==> src/rtl/bitstream_packer.sv <==
// Byte FIFO packer: accepts 0-3 bitstream bytes plus an optional final byte per cycle and
// drains them as a single-byte valid/ready stream. Optional macro: BITSTREAM_PACKER_COUNT_EN.
module bitstream_packer #(
  parameter int DATA_WIDTH  = 8,
  parameter int FIFO_DEPTH  = 16,
  parameter int ADDR_WIDTH  = 4,
  parameter int COUNT_WIDTH = 32
) (
  input  logic                   top_clk,
  input  logic                   top_reset,
  input  logic [DATA_WIDTH-1:0]  in_bit_1,
  input  logic [DATA_WIDTH-1:0]  in_bit_2,
  input  logic [DATA_WIDTH-1:0]  in_bit_3,
  input  logic [2:0]             in_flag,
  input  logic [DATA_WIDTH-1:0]  in_last_bit,
  input  logic                   in_flag_last,
  input  logic                   in_error,
  output logic [DATA_WIDTH-1:0]  out_byte,
  output logic                   out_valid,
  input  logic                   out_ready,
  output logic                   out_last,
  output logic [ADDR_WIDTH:0]    fifo_level,
  output logic                   overflow,
  output logic                   error_sticky,
  output logic                   done,
  output logic [COUNT_WIDTH-1:0] byte_count
);

  typedef enum logic [1:0] {RUN, DRAIN, DONE} state_t;

  function automatic logic [1:0] sat_count(input logic [2:0] f);
    return (f > 3'd3) ? 2'd3 : f[1:0];
  endfunction

  state_t                  state_q, state_d;
  logic [DATA_WIDTH:0]     mem_q [FIFO_DEPTH];
  logic [ADDR_WIDTH-1:0]   rd_ptr_q, rd_ptr_d;
  logic [ADDR_WIDTH-1:0]   wr_ptr_q, wr_ptr_d;
  logic [ADDR_WIDTH:0]     level_q, level_d;
  logic                    overflow_q, overflow_d;
  logic                    error_q, error_d;

  logic [1:0]              n_grp;
  logic [2:0]              n_wr;
  logic                    fits, wr_en, drop, pop;
  logic [DATA_WIDTH:0]     head;
  logic [DATA_WIDTH-1:0]   grp [4];
  logic [DATA_WIDTH:0]     ent [4];

  assign head = mem_q[rd_ptr_q];

  always_comb begin
    grp[0] = in_bit_1;
    grp[1] = in_bit_2;
    grp[2] = in_bit_3;
    grp[3] = in_last_bit;
    n_grp  = sat_count(in_flag);
    n_wr   = {1'b0, n_grp} + {2'b00, in_flag_last};
    // Entries past the group bytes carry the final byte with its last tag.
    for (int k = 0; k < 4; k++) begin
      if (k < int'(n_grp)) ent[k] = {1'b0, grp[k]};
      else                 ent[k] = {1'b1, in_last_bit};
    end
  end

  always_comb begin
    out_valid = (state_q != DONE) && (level_q != '0);
    out_byte  = out_valid ? head[DATA_WIDTH-1:0] : '0;
    out_last  = out_valid & head[DATA_WIDTH];
    pop       = out_valid && out_ready;

    // Space is judged against the level before this cycle's pop.
    fits  = ({2'b00, level_q} + (ADDR_WIDTH + 3)'(n_wr)) <= (ADDR_WIDTH + 3)'(FIFO_DEPTH);
    wr_en = (state_q == RUN) && fits && (n_wr != 3'd0);
    drop  = (state_q == RUN) && !fits;

    level_d    = level_q + (wr_en ? (ADDR_WIDTH + 1)'(n_wr) : '0) - (ADDR_WIDTH + 1)'(pop);
    wr_ptr_d   = wr_ptr_q + (wr_en ? ADDR_WIDTH'(n_wr) : '0);
    rd_ptr_d   = rd_ptr_q + ADDR_WIDTH'(pop);
    overflow_d = overflow_q | drop;
    error_d    = error_q | in_error;

    state_d = state_q;
    unique case (state_q)
      RUN:     if (in_flag_last) state_d = DRAIN;
      DRAIN:   if ((pop && head[DATA_WIDTH]) || (level_d == '0)) state_d = DONE;
      DONE:    state_d = DONE;
      default: state_d = RUN;
    endcase
  end

  always_ff @(posedge top_clk) begin
    for (int k = 0; k < 4; k++) begin
      if (wr_en && (k < int'(n_wr))) mem_q[wr_ptr_q + ADDR_WIDTH'(k)] <= ent[k];
    end
  end

  always_ff @(posedge top_clk) begin
    if (!top_reset) begin
      state_q    <= RUN;
      rd_ptr_q   <= '0;
      wr_ptr_q   <= '0;
      level_q    <= '0;
      overflow_q <= 1'b0;
      error_q    <= 1'b0;
    end else begin
      state_q    <= state_d;
      rd_ptr_q   <= rd_ptr_d;
      wr_ptr_q   <= wr_ptr_d;
      level_q    <= level_d;
      overflow_q <= overflow_d;
      error_q    <= error_d;
    end
  end

  assign fifo_level   = level_q;
  assign overflow     = overflow_q;
  assign error_sticky = error_q;
  assign done         = (state_q == DONE);

`ifdef BITSTREAM_PACKER_COUNT_EN
  logic [COUNT_WIDTH-1:0] count_q, count_d;

  // pop is never asserted in DONE, so the count freezes there.
  assign count_d = count_q + COUNT_WIDTH'(pop);

  always_ff @(posedge top_clk) begin
    if (!top_reset) count_q <= '0;
    else            count_q <= count_d;
  end

  assign byte_count = count_q;
`else
  assign byte_count = '0;
`endif

endmodule

==> config.mk <==
export PLATFORM = sky130hd
export DESIGN_NAME = bitstream_packer
export DESIGN_NICKNAME = d
export VERILOG_FILES = /design/src/rtl/bitstream_packer.sv
export SDC_FILE = /design/constraint.sdc
export NUM_CORES = 1
export LEC_CHECK = 0
export ABC_CLOCK_PERIOD_IN_PS = 6300
export CAP_MARGIN = 5
export CORE_UTILIZATION = 47
export DETAILED_ROUTE_END_ITERATION = 10
export PLACE_DENSITY_LB_ADDON = 0.15
export SLEW_MARGIN = 30
export SYNTH_ARGS = -nofsm -noshare
export SYNTH_HDL_FRONTEND = slang
export SYNTH_SLANG_ARGS = --single-unit
export TNS_END_PERCENT = 30
==> constraint.sdc <==
create_clock -name top_clk -period 6.3 [get_ports top_clk]
set_input_delay 0.945 -clock top_clk [delete_from_list [all_inputs] [get_ports top_clk]]
set_output_delay 0.945 -clock top_clk [all_outputs]
set_load 0.1 [all_outputs]
Word level (Yosys, flattened, before mapping) --
Memories as Yosys holds them, arrays and structs flattened. A register that Yosys moved wholly into a read port is not among the register bits. Index checks and enable logic that the tools add are counted. W data, S select, Z words.
Storage, ports and cells: flip-flop bits (word level) 17, RAM bits 144, bits of input ports 40, output and inout port bits 50, logic and storage cells 69, memories 1
Cells by class: $add $sub $neg 9, $lt $le $gt $ge 9, eq/ne operators 5, mux-type cells 19, bitwise logic cells 3, reduce and logical (&&, ||, !) cells 17
Memory list:
- mem_q | words 16, bits a word 9, rd ports 1, clocked after Yosys merged registers in 1, wr ports 4, line 36 | logic [DATA_WIDTH:0] mem_q [FIFO_DEPTH];
Operator list (count):
- $mux W9 | 3
- $logic_and A1 B1 Y1 | 10
- $add A4 B2 Y4 const B | 2
- $mux W1 | 8
- $mux W8 | 1
- $add A5 B3 Y6 | 1
- $le A6 B5 Y1 const B | 1
- $lt A1 B3 Y1 const A | 2
- $lt A2 B3 Y1 const A | 2
- $mux W2 | 3
- $mux W3 | 2
- $ne A2 B2 Y1 const B | 3
- $pmux W2 S3 | 1
- $add A5 B3 Y5 | 1
- $logic_not A5 Y1 | 1
- $reduce_bool A5 Y1 | 1
- $sub A5 B1 Y5 | 1
- $add A4 B1 Y4 | 1
- $add A4 B1 Y4 const B | 1
- $add A4 B3 Y4 | 1
- $lt A1 B2 Y1 const A | 2
- $mux W4 | 1
- $add A2 B1 Y3 | 1
- $gt A3 B2 Y1 const B | 1
- other kinds (10) | 11

Longest topological paths before layout --
Gate-level depths: netlist of run 1.
depth in word-level cells 14, mapped depth 26, gate-level depth less buffers 21

Least setup slack after synthesis of run 1 --
OpenSTA, ideal clock, no wires.
kind input-to-reg, from in in_flag[1], to reg state_q[0], setup time 72 ps, arrival time 6313 ps, data required time 6228 ps, path slack -85 ps, stages 26, buffers on the path 6, cells stage by stage clkbuf_1 or2_2 buf_2 clkbuf_1 ha_1 inv_1 fa_1 nand2b_1 o32a_1 a32oi_2 buf_2 nor2_2 buf_2 buf_2 nand2_1 ha_1 inv_1 ha_1 inv_1 fa_1 nand2b_1 a21oi_1 xnor2_1 or4_1 a32oi_1 mux2i_1
On the way: longest elaborated chain between the ends 14
RTL lines:
- start, declared | line 14 | input logic [2:0] in_flag,
- $gt A3 B2 Y1 | line 32 | return (f > 3'd3) ? 2'd3 : f[1:0];
- $mux W2 (*) | line 32
- $add A2 B1 Y3 (*) | line 58 | n_wr = {1'b0, n_grp} + {2'b00, in_flag_last};
- $add A5 B3 Y6 | line 73 | fits = ({2'b00, level_q} + (ADDR_WIDTH + 3)'(n_wr)) <= (ADDR_WIDTH + 3)'(FIFO_DEPTH);
- $le A6 B5 Y1 | line 73
- $logic_and A1 B1 Y1 (2 in series) | line 74 | wr_en = (state_q == RUN) && fits && (n_wr != 3'd0);
- $mux W3 (*) | line 77 | level_d = level_q + (wr_en ? (ADDR_WIDTH + 1)'(n_wr) : '0) - (ADDR_WIDTH + 1)'(pop);
- $add A5 B3 Y5 (*) | line 77
- $sub A5 B1 Y5 (*) | line 77
- $logic_not A5 Y1 (*) | line 86 | DRAIN: if ((pop && head[DATA_WIDTH]) || (level_d == '0)) state_d = DONE;
- $logic_or A1 B1 Y1 (*) | line 86
- $ne A2 B2 Y1 (no source line) (*)
- $reduce_and A2 Y1 (no source line) (*)
- end signal, assigned | line 107 | state_q <= state_d;
- end, declared | line 35 | state_t state_q, state_d;
Every way passes the cells marked *; elsewhere a longest branch is shown, timed or not. A chain may end at the register's enable or synchronous reset.

Final worst setup path of run 1 --
from in in_flag[2], to reg state_q[1]
On the way: longest elaborated chain between the ends 14
RTL lines (line):
- $gt A3 B2 Y1 (*) | 32
- $mux W2 (*) | 32
- $add A2 B1 Y3 (*) | 58
- $add A5 B3 Y6 | 73
- $le A6 B5 Y1 | 73
- $logic_and A1 B1 Y1 (2 in series) | 74
- $mux W3 (*) | 77
- $add A5 B3 Y5 (*) | 77
- $sub A5 B1 Y5 (*) | 77
- $logic_not A5 Y1 (*) | 86
- $logic_or A1 B1 Y1 (*) | 86
- $ne A2 B2 Y1 (no source line) (*)
- $reduce_and A2 Y1 (no source line) (*)
Marked as above.

==> results of run 1 <==
[registers in the layout, summed over array words and instances, names as in the netlist]
| register | flops |
|---|---|
| mem_q | 144 |
| fifo_level | 5 |
| rd_ptr_q | 4 |
| wr_ptr_q | 4 |
| state_q | 2 |
| error_sticky | 1 |
| overflow | 1 |
[layout make-up]
type	instances	area [µm²]	share of cell area (%)
flip-flops and latches	161	4509	31.60
well taps	341	426.7	2.990
clock inverters	15	125.1	0.8768
multi-input cells	1023	7601	53.27
clock buffers	17	425.4	2.981
repair buffers	118	1028	7.207
inverters	41	153.9	1.078
[report_power, final]
part | total (mW) | switching (mW) | internal, mW | leakage [nW]
clock | 1.02 | 0.502 | 0.517 | 0.268
combinational | 4.24 | 2.90 | 1.34 | 3.39
sequential | 1.72 | 0.187 | 1.53 | 1.44
total | 6.98 | 3.59 | 3.39 | 5.09
[path summary, 6_finish.rpt]
check             cells after the start  slack (ns)                       to
setup / recovery                     22        0.75  state_q[1]$_SDFFE_PN0P_
hold / removal                        1        0.46  error_sticky$_SDFF_PN0_
hold reg to reg                       1        0.46  error_sticky$_SDFF_PN0_
setup reg to reg                     19        1.97  state_q[1]$_SDFFE_PN0P_
[critical path: cells and delay by family]
| family | cells | cell delay [ns] |
|---|---|---|
| XOR/XNOR | 1 | 0.09 |
| multiplexers | 1 | 0.22 |
| AND/OR/NAND/NOR | 6 | 1.24 |
| buffers and inverters | 4 | 0.58 |
| AO/OA/AOI/OAI | 4 | 1.08 |
| adder cells (fa/ha/maj) | 6 | 1.75 |
[logic make-up after synthesis]
group                      share of synthesized area (%)
AOI/OAI and AO/OA                                  28.25
and+or+nand+nor                                    13.50
buffers and inverters                              7.178
DFF                                                35.20
muxes                                              11.98
adders and majority gates                          2.914
xor gates and xnor gates                          0.9486
other                                            0.02931
[routing by layer]
metal	track usage, %	up-vias	wire length, µm
met4	22.06	0	3244
met5	0	-	0
met2	57.94	922	23340
li1	-	5304	-
met1	46.14	5992	19290
met3	5.917	197	4819
[per-stage QoR]
step	util, %	instance area (µm²)	hold WS [ns]	power (mW)	std cells
floorplan	-	12930	0.4277	4.652	1386
global route	53.24	14270	0.4917	7.258	1716
global placement	50.87	13630	0.4382	5.849	1683
finish	53.24	14270	0.4635	6.980	1716
detailed placement	50.98	13660	0.4444	5.873	1683
CTS	53.03	14210	0.4680	6.889	1715
[cells in the final DEF, fill, tap and decap left out, drive strengths merged, types with 9 or more instances in the layout]
cell and n:
o22ai 87, nand2 71, nand2b 12, clkdlybuf4s50 57
or3 10, o21a 19, inv 46, a211o 33
nor2 129, a31oi 13, dfxtp 33, o2bb2ai 12
edfxtp 128, and2 27, a221oi 26, o211ai 15
o21ai 51, ha 25, a222oi 13, a21oi 78
mux2 17, nand3 18, nor2b 12, a32oi 21
buf 61, a22oi 56, mux2i 35, conb 32
xnor2 11, nor3 25, a211oi 10, o22a 9
mux4 44, clkbuf 17, or4 9
==> flow_summary.ini, run 1 <==
[logic_synthesis]
synth-edff-count = 128
sequential_area_share_after_synthesis_pct = 35.20
synth_cell_type_count = 82
netlist_area_um2 = 12790
yosysTopAreaCellShare_pct = 30.04
netlist_instances = 1355
synth.most_common_cell = sky130_fd_sc_hd__edfxtp_1
synthDominantAreaCellType = sky130_fd_sc_hd__edfxtp_1
syn_area_per_cell_um2 = 9.443
synth_top_cells_by_count = sky130_fd_sc_hd__edfxtp_1 (128), sky130_fd_sc_hd__nor2_1 (127), sky130_fd_sc_hd__o22ai_1 (87)
yosys_register_bits = 161
ys_async_sr_fraction_pct = 0
yosys_most_used_dff = sky130_fd_sc_hd__edfxtp_1
yosysWarnings = 0
post_synth_main_area_contributors = sky130_fd_sc_hd__edfxtp_1 (30%), sky130_fd_sc_hd__mux4_2 (7.7%), sky130_fd_sc_hd__dfxtp_1 (5.2%), sky130_fd_sc_hd__o22ai_1 (4.3%), sky130_fd_sc_hd__nor2_1 (3.7%)

[setup_path]
cp_slowest_stage_delay_ns = 0.42
critical_path_fanouts_max = 9
worst_setup_sp_type = input pin
timing.critical_path.arrival_ns = 5.92
critical_path.cell_chain = clkdlybuf4s50_1 > or2_2 > ha_1 > ha_4 > inv_1 > fa_1 > nand2b_1 > o32a_1 > a32oi_2 > nor2_4 > nand2_1 > ha_1 > inv_1 > ha_1 > inv_1 > fa_1 > nand2b_1 > a21oi_1 > xnor2_1 > or4_1 > a32oi_1 > mux2i_1
crit_required_ns = 6.68
timing_worst_setup_path_type = input pin to flip-flop
worstSetupStartpoint = in_flag[2]
crit_end_category = flip-flop
rr_startpoint = fifo_level[0]$_SDFF_PN0_
critical-path-slowest-cell = sky130_fd_sc_hd__fa_1

[placement]
gpl_congestion = 0.9986
hpwl_um = 37240
pre_cts_setup_slack_ns = 0.3004
port_buffers = 57

[flow_run]
timing.max_cap.violations = 0

[detailed_routing]
routedWlPerCell_um = 29.54
via_count = 12420
route.final.wire_length_um = 50690
detail_route.first_pass.iterations = 9
post-route-drc-count = 0
ant_nets = 0
dr.first_iter.drc_count = 1883
post_drt_via_cell_ratio = 7.235

[clock_network]
postCtsSetupRepairBufs = 0
cts_tree = done
cts.path.max_buffers = 2
clkSinkCount = 161
ctsHtreeMaxLevel = 4
clkSlewWorstSetupHoldPaths_ns = 0.08
cts_root_buffer = sky130_fd_sc_hd__clkbuf_16
clk_latency_ns = 0.44
ctsHoldBuffers = 0
tritoncts.num_buffers = 17
post_cts_repair_resize_count = 0

[timing]
maxSlewHeadroom_pct = 28.39
unrepaired_setup_endpoints_after_global_routing = no
finalHoldViolCount = 0
setup_slack_ns = 0.7511
final_clock_period_utilization_by_the_worst_path_pct = 88.08
skew_ns = 0.01629
timing.final.max_slew_violations = 0
final_period_minus_worst_setup_slack_ns = 5.549
finalSetupViolCount = 0
worst-slew-pin-transition_ns = 1.070
max_clock_freq_mhz = 180.2
sum_of_negative_setup_slack_ns = 0

[global_route]
first_pass_grt_wire_length_um = 75440
grt_start_max_net_pins = 84
grt_antenna_before_repair = 0
grt_overflow_total = 0
first_global_vias = 11900
gr-usage-all-layers_pct = 36.27

[die]
die_area_um2 = 27890
std_cell_rows = 60
floorplan.core_area_um2 = 26800
fp.dieH_um = 167.0
top_level_ports = 90
initial_core_util_pct = 47.74
fp.dieW_um = 167.0

[layout]
area_delta_synth_final_pct = 11.53
final_nets = 1430
number_of_inserted_diodes = 0
final_layout_size_suffix_gt1_share_pct = 14.33
fill_cells = 2463

[power_and_ir_drop]
power_density_nw_per_um2 = 489.1
leakage_nw = 5.091
peakVddDrop_mv = 0.4734

[status]
run_status = completed

[worst_hold_path]
hp-start = error_sticky$_SDFF_PN0_
worst_hold_path_type = flip-flop to flip-flop
(Power assumes the default switching activity.)
==> run 2, diff against run 1 <==
- ABC_AREA: not set -> 1
==> run 2 against run 1 <==
Compared with the run above: wire length up 10%; register-to-register slack better by 0.36 ns; maximum frequency is 5.8% higher; critical path depth increased by 5; sequential power shrank 3%; final area is 6.7% higher; die area up 11%; critical path type unchanged.
==> flow_summary.ini, run 2 <==
[setup_path]
crit_required_ns = 6.64
worst_setup_sp_type = input pin
crit_end_category = flip-flop
critical_path_fanouts_max = 6
timing_worst_setup_path_type = input pin to flip-flop
timing.critical_path.arrival_ns = 5.58

[layout]
final_layout_size_suffix_gt1_share_pct = 6.538
final_nets = 2181
area_delta_synth_final_pct = 7.556
top_register = mem_q
number_of_inserted_diodes = 0
fill_cells = 2970
layout.cells.most_common_list = sky130_fd_sc_hd__nand3_1 (498), sky130_fd_sc_hd__nand2_1 (448), sky130_fd_sc_hd__inv_1 (241), sky130_fd_sc_hd__nor2_1 (194), sky130_fd_sc_hd__a21oi_1 (159)
flip_flop_count_of_the_largest_register_after_layout = 144
mostFrequentLayoutCell = sky130_fd_sc_hd__nand3_1

[detailed_routing]
via_count = 15310
route.final.wire_length_um = 56010
post_drt_via_cell_ratio = 6.087
routedWlPerCell_um = 22.26
dr.first_iter.drc_count = 2223
post-route-drc-count = 0
detail_route.first_pass.iterations = 7
ant_nets = 0

[global_route]
gr-usage-all-layers_pct = 36.49
grt_antenna_before_repair = 1
grt_start_max_net_pins = 113
grt_overflow_total = 0
first_global_vias = 13790
first_pass_grt_wire_length_um = 83290

[placement]
gpl_congestion = 1.021
pre_cts_setup_slack_ns = 0.6558
port_buffers = 57
hpwl_um = 36120

[clock_network]
tritoncts.num_buffers = 17
clkSinkCount = 161
ctsHtreeMaxLevel = 4
clk_latency_ns = 0.46
cts_tree = done
cts.path.max_buffers = 2
ctsHoldBuffers = 0
clkSlewWorstSetupHoldPaths_ns = 0.07
postCtsSetupRepairBufs = 0
post_cts_repair_resize_count = 0
cts_root_buffer = sky130_fd_sc_hd__clkbuf_16

[logic_synthesis]
syn_area_per_cell_um2 = 6.555
yosys_register_bits = 161
netlist_area_um2 = 14160
ys_async_sr_fraction_pct = 0
post_synth_main_area_contributors = sky130_fd_sc_hd__edfxtp_1 (27%), sky130_fd_sc_hd__nand3_1 (18%), sky130_fd_sc_hd__nand2_1 (12%), sky130_fd_sc_hd__inv_1 (6.4%), sky130_fd_sc_hd__a21oi_1 (5.6%)
synth.most_common_cell = sky130_fd_sc_hd__nand3_1
netlist_instances = 2160
synthDominantAreaCellType = sky130_fd_sc_hd__edfxtp_1
yosysWarnings = 0
synth_cell_type_count = 42
yosys_most_used_dff = sky130_fd_sc_hd__edfxtp_1
sequential_area_share_after_synthesis_pct = 31.81
synth-edff-count = 128
synth_top_cells_by_count = sky130_fd_sc_hd__nand3_1 (498), sky130_fd_sc_hd__nand2_1 (448), sky130_fd_sc_hd__inv_1 (243)
yosysTopAreaCellShare_pct = 27.15

[timing]
max_clock_freq_mhz = 190.6
finalHoldViolCount = 0
unrepaired_setup_endpoints_after_global_routing = no
worst-slew-pin-transition_ns = 1.142
skew_ns = 0.01745
sum_of_negative_setup_slack_ns = 0
maxSlewHeadroom_pct = 23.86
timing.final.max_slew_violations = 0
setup_slack_ns = 1.053
final_period_minus_worst_setup_slack_ns = 5.247
finalSetupViolCount = 0
final_clock_period_utilization_by_the_worst_path_pct = 83.28

[power_and_ir_drop]
peakVddDrop_mv = 0.3649
internal_power_mw = 3.024
sequentialPowerShare_pct = 25.3
net_switching_power_mw = 3.588
leakage_nw = 7.039
combPwrFrac_pct = 58.5
netSwitchingFraction_pct = 54.27
clockPowerShare_pct = 16.2
power_density_nw_per_um2 = 434.2

[die]
fp.dieW_um = 175.6
floorplan.core_area_um2 = 29640
die_area_um2 = 30820
initial_core_util_pct = 47.77
std_cell_rows = 63
top_level_ports = 90
fp.dieH_um = 175.6

[worst_hold_path]
worst_hold_path_type = flip-flop to flip-flop

[status]
run_status = completed

[flow_run]
timing.max_cap.violations = 0
run 2: final timing paths:
path | start | endpoint | slack [ns] | cells after the start
max | in_flag[0] | state_q[1]$_SDFFE_PN0P_ | 1.05 | 27
min | overflow$_SDFF_PN0_ | overflow$_SDFF_PN0_ | 0.48 | 2
max reg2reg | fifo_level[0]$_SDFF_PN0_ | state_q[1]$_SDFFE_PN0P_ | 2.33 | 23
min reg2reg | overflow$_SDFF_PN0_ | overflow$_SDFF_PN0_ | 0.48 | 2
run 2: power by group through the flow:
stage	clock network, mW	logic (mW)	registers, mW
after floorplan	0	2.74	1.68
after global placement	0	3.70	1.69
after detailed placement	0	3.74	1.69
after CTS	1.06	3.75	1.67
after global routing	1.10	4.12	1.69
final	1.07	3.87	1.67
run 2: critical path, stage by stage:
cell,delay [ns]
sky130_fd_sc_hd__clkdlybuf4s50_1,0.50
sky130_fd_sc_hd__nor2_1,0.15
sky130_fd_sc_hd__clkinv_1,0.15
sky130_fd_sc_hd__ha_1,0.25
sky130_fd_sc_hd__ha_1,0.34
sky130_fd_sc_hd__inv_1,0.09
sky130_fd_sc_hd__fa_1,0.41
sky130_fd_sc_hd__inv_1,0.09
sky130_fd_sc_hd__nand3_1,0.10
sky130_fd_sc_hd__nand3_1,0.09
sky130_fd_sc_hd__nand2_1,0.07
sky130_fd_sc_hd__nand2_2,0.10
sky130_fd_sc_hd__nand3_2,0.11
sky130_fd_sc_hd__nor2_1,0.16
sky130_fd_sc_hd__inv_1,0.06
sky130_fd_sc_hd__ha_1,0.26
sky130_fd_sc_hd__inv_1,0.06
sky130_fd_sc_hd__ha_1,0.16
sky130_fd_sc_hd__inv_1,0.06
sky130_fd_sc_hd__fa_1,0.39
sky130_fd_sc_hd__o21ai_0,0.22
sky130_fd_sc_hd__xor2_1,0.21
sky130_fd_sc_hd__nand3_1,0.09
sky130_fd_sc_hd__nand3_1,0.08
sky130_fd_sc_hd__o21ai_0,0.15
sky130_fd_sc_hd__o21ai_0,0.20
sky130_fd_sc_hd__a21oi_1,0.05
run 2: final cells by class:
type | count | area [µm²] | area share [%]
well taps | 390 | 488.0 | 3.204
repair buffers | 93 | 845.8 | 5.554
inverters | 253 | 949.7 | 6.236
flip-flops and latches | 161 | 4508 | 29.60
clock inverters | 9 | 65.06 | 0.4272
multi-input cells | 1587 | 7858 | 51.60
clock buffers | 23 | 514.2 | 3.377
run 2: cell families after synthesis:
group	synth area share [%]
AOI/OAI and AO/OA	9.827
xor gates and xnor gates	0.3094
adders and majority gates	2.633
buffers and inverters	13.74
DFF	31.81
muxes	2.563
other	0.02649
and+or+nand+nor	39.09
run 2: routing by layer:
metal	track usage (%)	vias up	routed length [µm]
met2	56.59	1057	24600
li1	-	6999	-
met3	7.857	252	6687
met1	47.13	7004	21390
met4	20.36	2	3310
met5	0	-	13
run 2: metrics by stage:
stage	cells	hold WS, ns	util, %	area (µm²)	power [mW]
after floorplan	2191	0.4686	-	14270	4.416
after global placement	2484	0.4499	49.43	14650	5.383
after detailed placement	2484	0.4672	49.43	14650	5.430
after CTS	2516	0.4812	51.38	15230	6.483
after global routing	2516	0.5257	51.38	15230	6.905
final	2516	0.4761	51.38	15230	6.612
